===== src/rtl/sha2_pkg.sv =====
// Shared SHA-2 definitions: round constants, round count and the
// message-schedule sigma functions for both 32- and 64-bit word sizes.
package sha2_pkg;

    typedef enum logic {ST_IDLE, ST_RUN} state_t;

    localparam logic [31:0] K32 [0:63] = '{
        32'h428a2f98, 32'h71374491, 32'hb5c0fbcf, 32'he9b5dba5,
        32'h3956c25b, 32'h59f111f1, 32'h923f82a4, 32'hab1c5ed5,
        32'hd807aa98, 32'h12835b01, 32'h243185be, 32'h550c7dc3,
        32'h72be5d74, 32'h80deb1fe, 32'h9bdc06a7, 32'hc19bf174,
        32'he49b69c1, 32'hefbe4786, 32'h0fc19dc6, 32'h240ca1cc,
        32'h2de92c6f, 32'h4a7484aa, 32'h5cb0a9dc, 32'h76f988da,
        32'h983e5152, 32'ha831c66d, 32'hb00327c8, 32'hbf597fc7,
        32'hc6e00bf3, 32'hd5a79147, 32'h06ca6351, 32'h14292967,
        32'h27b70a85, 32'h2e1b2138, 32'h4d2c6dfc, 32'h53380d13,
        32'h650a7354, 32'h766a0abb, 32'h81c2c92e, 32'h92722c85,
        32'ha2bfe8a1, 32'ha81a664b, 32'hc24b8b70, 32'hc76c51a3,
        32'hd192e819, 32'hd6990624, 32'hf40e3585, 32'h106aa070,
        32'h19a4c116, 32'h1e376c08, 32'h2748774c, 32'h34b0bcb5,
        32'h391c0cb3, 32'h4ed8aa4a, 32'h5b9cca4f, 32'h682e6ff3,
        32'h748f82ee, 32'h78a5636f, 32'h84c87814, 32'h8cc70208,
        32'h90befffa, 32'ha4506ceb, 32'hbef9a3f7, 32'hc67178f2
    };

    localparam logic [63:0] K64 [0:79] = '{
        64'h428a2f98d728ae22, 64'h7137449123ef65cd, 64'hb5c0fbcfec4d3b2f, 64'he9b5dba58189dbbc,
        64'h3956c25bf348b538, 64'h59f111f1b605d019, 64'h923f82a4af194f9b, 64'hab1c5ed5da6d8118,
        64'hd807aa98a3030242, 64'h12835b0145706fbe, 64'h243185be4ee4b28c, 64'h550c7dc3d5ffb4e2,
        64'h72be5d74f27b896f, 64'h80deb1fe3b1696b1, 64'h9bdc06a725c71235, 64'hc19bf174cf692694,
        64'he49b69c19ef14ad2, 64'hefbe4786384f25e3, 64'h0fc19dc68b8cd5b5, 64'h240ca1cc77ac9c65,
        64'h2de92c6f592b0275, 64'h4a7484aa6ea6e483, 64'h5cb0a9dcbd41fbd4, 64'h76f988da831153b5,
        64'h983e5152ee66dfab, 64'ha831c66d2db43210, 64'hb00327c898fb213f, 64'hbf597fc7beef0ee4,
        64'hc6e00bf33da88fc2, 64'hd5a79147930aa725, 64'h06ca6351e003826f, 64'h142929670a0e6e70,
        64'h27b70a8546d22ffc, 64'h2e1b21385c26c926, 64'h4d2c6dfc5ac42aed, 64'h53380d139d95b3df,
        64'h650a73548baf63de, 64'h766a0abb3c77b2a8, 64'h81c2c92e47edaee6, 64'h92722c851482353b,
        64'ha2bfe8a14cf10364, 64'ha81a664bbc423001, 64'hc24b8b70d0f89791, 64'hc76c51a30654be30,
        64'hd192e819d6ef5218, 64'hd69906245565a910, 64'hf40e35855771202a, 64'h106aa07032bbd1b8,
        64'h19a4c116b8d2d0c8, 64'h1e376c085141ab53, 64'h2748774cdf8eeb99, 64'h34b0bcb5e19b48a8,
        64'h391c0cb3c5c95a63, 64'h4ed8aa4ae3418acb, 64'h5b9cca4f7763e373, 64'h682e6ff3d6b2b8a3,
        64'h748f82ee5defb2fc, 64'h78a5636f43172f60, 64'h84c87814a1f0ab72, 64'h8cc702081a6439ec,
        64'h90befffa23631e28, 64'ha4506cebde82bde9, 64'hbef9a3f7b2c67915, 64'hc67178f2e372532b,
        64'hca273eceea26619c, 64'hd186b8c721c0c207, 64'heada7dd6cde0eb1e, 64'hf57d4f7fee6ed178,
        64'h06f067aa72176fba, 64'h0a637dc5a2c898a6, 64'h113f9804bef90dae, 64'h1b710b35131c471b,
        64'h28db77f523047d84, 64'h32caab7b40c72493, 64'h3c9ebe0a15c9bebc, 64'h431d67c49c100d4c,
        64'h4cc5d4becb3e42b6, 64'h597f299cfc657e2a, 64'h5fcb6fab3ad6faec, 64'h6c44198c4a475817
    };

    function automatic int sha2_rounds(input int word_w);
        return (word_w == 64) ? 80 : 64;
    endfunction

    function automatic logic [31:0] rotr32(input logic [31:0] x, input int n);
        return (x >> n) | (x << (32 - n));
    endfunction

    function automatic logic [63:0] rotr64(input logic [63:0] x, input int n);
        return (x >> n) | (x << (64 - n));
    endfunction

    // 32-bit results come back zero-extended in the low half.
    function automatic logic [63:0] sha2_sig0(input int word_w, input logic [63:0] x);
        if (word_w == 64)
            return rotr64(x, 1) ^ rotr64(x, 8) ^ (x >> 7);
        return {32'd0, rotr32(x[31:0], 7) ^ rotr32(x[31:0], 18) ^ (x[31:0] >> 3)};
    endfunction

    function automatic logic [63:0] sha2_sig1(input int word_w, input logic [63:0] x);
        if (word_w == 64)
            return rotr64(x, 19) ^ rotr64(x, 61) ^ (x >> 6);
        return {32'd0, rotr32(x[31:0], 17) ^ rotr32(x[31:0], 19) ^ (x[31:0] >> 10)};
    endfunction

endpackage


===== src/rtl/sha2_k_rom.sv =====
// Combinational round-constant lookup; indices past the round count read 0.
module sha2_k_rom
    import sha2_pkg::*;
#(
    parameter int WORD_W = 32
) (
    input  logic [6:0]        idx,
    output logic [WORD_W-1:0] k
);

    generate
        if (WORD_W == 32) begin : g_k32
            // Bit 6 set means idx >= 64, past the last SHA-256 round.
            always_comb begin
                k = '0;
                if (!idx[6]) k = K32[idx[5:0]];
            end
        end else begin : g_k64
            // Only 80 of the 128 index codes are populated.
            always_comb begin
                k = '0;
                if (idx < 7'd80) k = K64[idx];
            end
        end
    endgenerate

endmodule


===== src/rtl/sha2_sched_gen.sv =====
// Streams one (K[t], W[t], K[t]+W[t]) tuple per round for a 16-word block,
// expanding the message schedule on the fly in a 16-deep shift register.
module sha2_sched_gen
    import sha2_pkg::*;
#(
    parameter int WORD_W = 32
) (
    input  logic                 i_clk,
    input  logic                 i_rst_n,
    input  logic                 i_blk_valid,
    output logic                 o_blk_ready,
    input  logic [16*WORD_W-1:0] i_blk_data,
    input  logic                 i_abort,
    output logic                 o_rnd_valid,
    input  logic                 i_rnd_ready,
    output logic [6:0]           o_rnd_idx,
    output logic [WORD_W-1:0]    o_rnd_k,
    output logic [WORD_W-1:0]    o_rnd_w,
    output logic [WORD_W-1:0]    o_rnd_kw,
    output logic                 o_rnd_last
);

    localparam int ROUNDS = sha2_rounds(WORD_W);

    generate
        if (WORD_W != 32 && WORD_W != 64) begin : g_bad_width
            $error("sha2_sched_gen: WORD_W must be 32 or 64");
        end
    endgenerate

    state_t                    state, state_nx;
    // w_q[0] is the oldest word; [0:15] ordering lets M0 (MSBs) land in w_q[0].
    logic [0:15][WORD_W-1:0]   w_q;
    logic [WORD_W-1:0]         k_q, k_nx, w_new, s0, s1;
    logic [6:0]                t_q, k_idx;
    logic                      last_q, accept, advance, killed;

    assign accept  = (state == ST_IDLE) && i_blk_valid;
    assign killed  = (state == ST_RUN) && i_abort;
    assign advance = (state == ST_RUN) && i_rnd_ready && !i_abort;

    // On accept the ROM is looked up at 0, otherwise one round ahead.
    assign k_idx = accept ? 7'd0 : t_q + 7'd1;

    sha2_k_rom #(.WORD_W(WORD_W)) u_k_rom (
        .idx (k_idx),
        .k   (k_nx)
    );

    assign s0    = WORD_W'(sha2_sig0(WORD_W, 64'(w_q[1])));
    assign s1    = WORD_W'(sha2_sig1(WORD_W, 64'(w_q[14])));
    assign w_new = s1 + w_q[9] + s0 + w_q[0];

    // Next-state and handshake decode
    always_comb begin
        state_nx    = state;
        o_blk_ready = 1'b0;
        o_rnd_valid = 1'b0;
        case (state)
            ST_IDLE: begin
                o_blk_ready = 1'b1;
                if (i_blk_valid) state_nx = ST_RUN;
            end
            ST_RUN: begin
                o_rnd_valid = 1'b1;
                if (i_abort)                   state_nx = ST_IDLE;
                else if (i_rnd_ready && last_q) state_nx = ST_IDLE;
            end
            default: state_nx = ST_IDLE;
        endcase
    end

    // State register
    always_ff @(posedge i_clk or negedge i_rst_n) begin
        if (!i_rst_n) state <= ST_IDLE;
        else          state <= state_nx;
    end

    // Schedule shift register, round counter and constant register; abort wins over advance
    always_ff @(posedge i_clk or negedge i_rst_n) begin
        if (!i_rst_n) begin
            w_q    <= '0;
            k_q    <= '0;
            t_q    <= '0;
            last_q <= 1'b0;
        end else if (accept) begin
            w_q    <= i_blk_data;
            k_q    <= k_nx;
            t_q    <= '0;
            last_q <= (ROUNDS == 1);
        end else if (killed) begin
            t_q    <= '0;
            last_q <= 1'b0;
        end else if (advance) begin
            w_q    <= {w_q[1:15], w_new};
            k_q    <= k_nx;
            t_q    <= t_q + 7'd1;
            last_q <= (t_q + 7'd1 == 7'(ROUNDS - 1));
        end
    end

    assign o_rnd_idx  = t_q;
    assign o_rnd_k    = k_q;
    assign o_rnd_w    = w_q[0];
    assign o_rnd_kw   = k_q + w_q[0];
    assign o_rnd_last = last_q;

endmodule


===== config.mk =====
export PLATFORM = sky130hd
export DESIGN_NAME = sha2_sched_gen
export DESIGN_NICKNAME = d
export VERILOG_FILES = /design/src/rtl/sha2_pkg.sv /design/src/rtl/sha2_k_rom.sv /design/src/rtl/sha2_sched_gen.sv
export SDC_FILE = /design/constraint.sdc
export NUM_CORES = 2
export LEC_CHECK = 0
export CORE_ASPECT_RATIO = 1.4
export CORE_MARGIN = 2
export CORE_UTILIZATION = 30
export DETAILED_ROUTE_END_ITERATION = 16
export HOLD_SLACK_MARGIN = 0.02
export SLEW_MARGIN = 25
export SYNTH_ARGS = -nofsm -noshare
export SYNTH_HDL_FRONTEND = slang
export SYNTH_SLANG_ARGS = --single-unit

===== constraint.sdc =====
create_clock -name i_clk -period 7.6 [get_ports i_clk]
set_input_delay 1.9 -clock i_clk [delete_from_list [all_inputs] [get_ports i_clk]]
set_output_delay 1.9 -clock i_clk [all_outputs]
set_load 0.02 [all_outputs]

==> results_dict.tcl <==
set metrics [dict create \
    synth_largest_area_cell "dfrtp_1" \
    setup_viol 0 \
    path_clk_slew_ns 0.07 \
    synth_seq_cells 553 \
    grt_pass1_vias 32194 \
    clock_sinks 553 \
    areaGrowthSynthToFinish_pct 26.54 \
    crit_buf_inv 1 \
    internal_power_w 0.01243 \
    crit_path_cell_trace "ha_1 -> a21oi_1 -> o21bai_1 -> a21oi_1 -> nor2_1 -> a2111oi_0 -> a21boi_1 -> a211oi_1 -> xnor2_1 -> clkdlybuf4s50_1" \
    p_leak_nw 18.09 \
    placed_area_um2 40810 \
    drtIter0Drc 3359 \
    wire_per_inst_um 25.47 \
    critPathMaxStageDelay_ns 0.62 \
    power_frac_seq_pct 20.8 \
    gr-usage-all-layers_pct 26.59 \
    worstSetupPathType "flop to output port" \
    drc 0 \
    fin_setup_tns_ns 0 \
    synth.net_count 4986 \
    grt_first_pass_wirelength_mm 225.1 \
    drtAntennaViolNets 0 \
    swShare_pct 51.95 \
    gr-total-overflow 0 \
    via_per_inst 5.360 \
    grt_max_degree 255 \
    max_freq_ghz 0.1705 \
    nets 5321 \
    cts.htree.levels 2 \
    cp_max_fo 6 \
    drt-total-wl_mm 158.4 \
    yosysSeqAreaShare_pct 40.78 \
    fp.coreArea_um2 112700 \
    combPwrFrac_pct 67.4 \
    antenna_found_initial 36 \
    startpoint_type "flop" \
    synth_edf_count 0 \
    synthDominantCellAreaShare_pct 40.78 \
    pwr-share-clk_pct 11.8 \
    worstSetupEndpointType "output port" \
    crit_arrival_ns 3.96 \
    cts_hold_buf 0 \
    ys_types 84 \
    cts_root_buf "clkbuf_16" \
    place_congestion 1.009 \
    dr.pass1.iters 7 \
    num_vias 33326 \
    synth_area_leaders "dfrtp_1 (41%), nand2_1 (12%), a31oi_1 (9.2%)" \
    dieArea_um2 115900 \
    ios 623 \
    cts_resized 0 \
    maxCapViolCount 0 \
    crit_slowest_cell "clkdlybuf4s50_1" \
    finalHoldViolCount 0 \
    rsz0062_at_grt "false" \
    drv_slew 0 \
    hold_class "flop to flop" \
    switchingPower_w 0.01344 \
    crit_top_cell "a21oi_1" \
    synth.cell_area_um2 33940 \
    dp_hpwl_mm 120.0 \
    fin_area_um2 42940 \
    ir_drop_mv 0.6926 \
    die_y_um 402.0 \
    clockBufferDepth 3 \
    finClkSkew_ns 0.01833 \
    rows 146 \
    die_x_um 288.3 \
    numCtsBuffers 58 \
    tritoncts "built" \
    fin_crit_sh_pct 77.16 \
    tightest_slew_ns 1.053 \
    synth.avg_cell_area_um2 7.847 \
    max_slew_margin_pct 29.77 \
    crit_required_ns 5.70 \
    final_layout_size_suffix_gt1_share_pct 4.078 \
    syn-instance-count 4325 \
    initial_core_util_pct 30.11 \
    powerDensity_nw_per_um2 602.6 \
    clkLatencyLatePin_ns 0.65 \
    async_flop_share_pct 100.0 \
    crit_family "compound AO/OA/AOI/OAI gates" \
    ys.flop_type "dfrtp_1" \
    status "completed" \
    post-cts-setup-buffers 0 \
    yosys_warnings 0 \
    fin_crit_ns 5.865 \
    port_buffers 622 \
]
## per-layer routing
layer | GRT usage [%] | wire, um
met5 | 0 | 101
met4 | 14.81 | 9544
met3 | 3.968 | 9762
met2 | 44.88 | 77550
met1 | 32.27 | 61450
## final cells by class
cell class / count / area (um2)
fill: 11742 / 69770
clock buffer: 83 / 1735
multi-input combinational: 3226 / 17840
antenna: 30 / 75.07
timing repair buffer: 679 / 6799
sequential: 553 / 13840
tap: 1480 / 1852
inverter: 142 / 533.0
clock inverter: 25 / 272.8
## registers in the layout (all words and copies together) (netlist names)
name,cells
o_rnd_last,1
state,1
o_rnd_w,32
o_rnd_idx,7
w_q,480
o_rnd_k,32
## cell usage after synthesis (17+ instances only)
cell type,count
a21o_1,32
a31oi_1,501
nor2_1,612
buf_1,24
o211ai_1,29
nand2_1,1125
a211oi_1,29
a21oi_1,133
dfrtp_1,553
fa_1,63
ha_1,81
nor3_1,29
nand3_1,60
buf_4,34
a22oi_1,17
o21ai_0,96
inv_1,141
clkbuf_1,258
xnor2_1,102
o21ai_1,25
xor2_1,77
buf_2,87
## power by group through the flow
stage / sequential [W] / combinational (W) / clock [W]
floorplan: 0.00462 / 0.0118 / 0
global placement: 0.00540 / 0.0173 / 0
detailed placement: 0.00543 / 0.0174 / 0
CTS: 0.00538 / 0.0175 / 0.00311
global route: 0.00549 / 0.0189 / 0.00321
finish: 0.00539 / 0.0174 / 0.00305
## stage by stage
stage                     hold WS, ns  util (%)  setup slack [ns]  total power (W)  cells
after floorplan                0.4727         -             3.117          0.01641   4325
after global placement         0.4951     36.20             2.114          0.02273   6078
after detailed placement       0.5009     36.20             2.047          0.02280   6078
after CTS                      0.5150     37.99             1.678          0.02597   6186
after global routing           0.5395     38.09             1.528          0.02761   6212
final                          0.5150     38.10             1.735          0.02588   6218
## layout by cell type, fill, tap and decap left out, drive strengths merged, types with 13 or more instances in the layout
| cell type | n |
|---|---|
| a21oi | 134 |
| nor3 | 31 |
| a211oi | 30 |
| xor2 | 78 |
| o21ai | 124 |
| a22oi | 17 |
| o211ai | 29 |
| clkdlybuf4s50 | 621 |
| xnor2 | 104 |
| buf | 58 |
| nor2 | 614 |
| fa | 63 |
| diode | 30 |
| dfrtp | 553 |
| clkbuf | 83 |
| nand2 | 1127 |
| a21o | 32 |
| ha | 81 |
| clkinv | 13 |
| nand3 | 60 |
| inv | 147 |
| a31oi | 502 |
## worst min-delay path: stages, from the launching register on
cell and delay (ns):
dfrtp_1 0.34, a22oi_1 0.07, o21ai_1 0.07
## worst paths after layout
check / depth (start not counted) / slack [ns] / startpoint / to
worst max-delay path: 10 / 1.74 / o_rnd_w[14] / o_rnd_kw[29]
worst min-delay path: 2 / 0.52 / w_q[16] / w_q[16]
worst max register to register: 15 / 2.08 / w_q[452] / w_q[25]
worst min register to register: 2 / 0.52 / w_q[16] / w_q[16]
max in group asynchronous: 3 / 4.75 / i_rst_n / w_q[123]
min in group asynchronous: 1 / 1.33 / i_rst_n / w_q[383]
## cell families (layout without fill, tap and decap cells)
kind of cell | count (synthesis) | in the layout | share of synthesized area [%]
multiplexers | 3 | 3 | 0.08849
AND/OR/NAND/NOR | 1884 | 1884 | 21.66
AO/OA/AOI/OAI | 1013 | 1013 | 19.27
XOR/XNOR | 182 | 182 | 4.764
flip-flops | 553 | 553 | 40.78
adder cells (fa/ha/maj) | 144 | 144 | 6.703
other | 0 | 30 | 0
buffers and inverters | 546 | 929 | 6.740
Power figures use the tool's default switching activity.
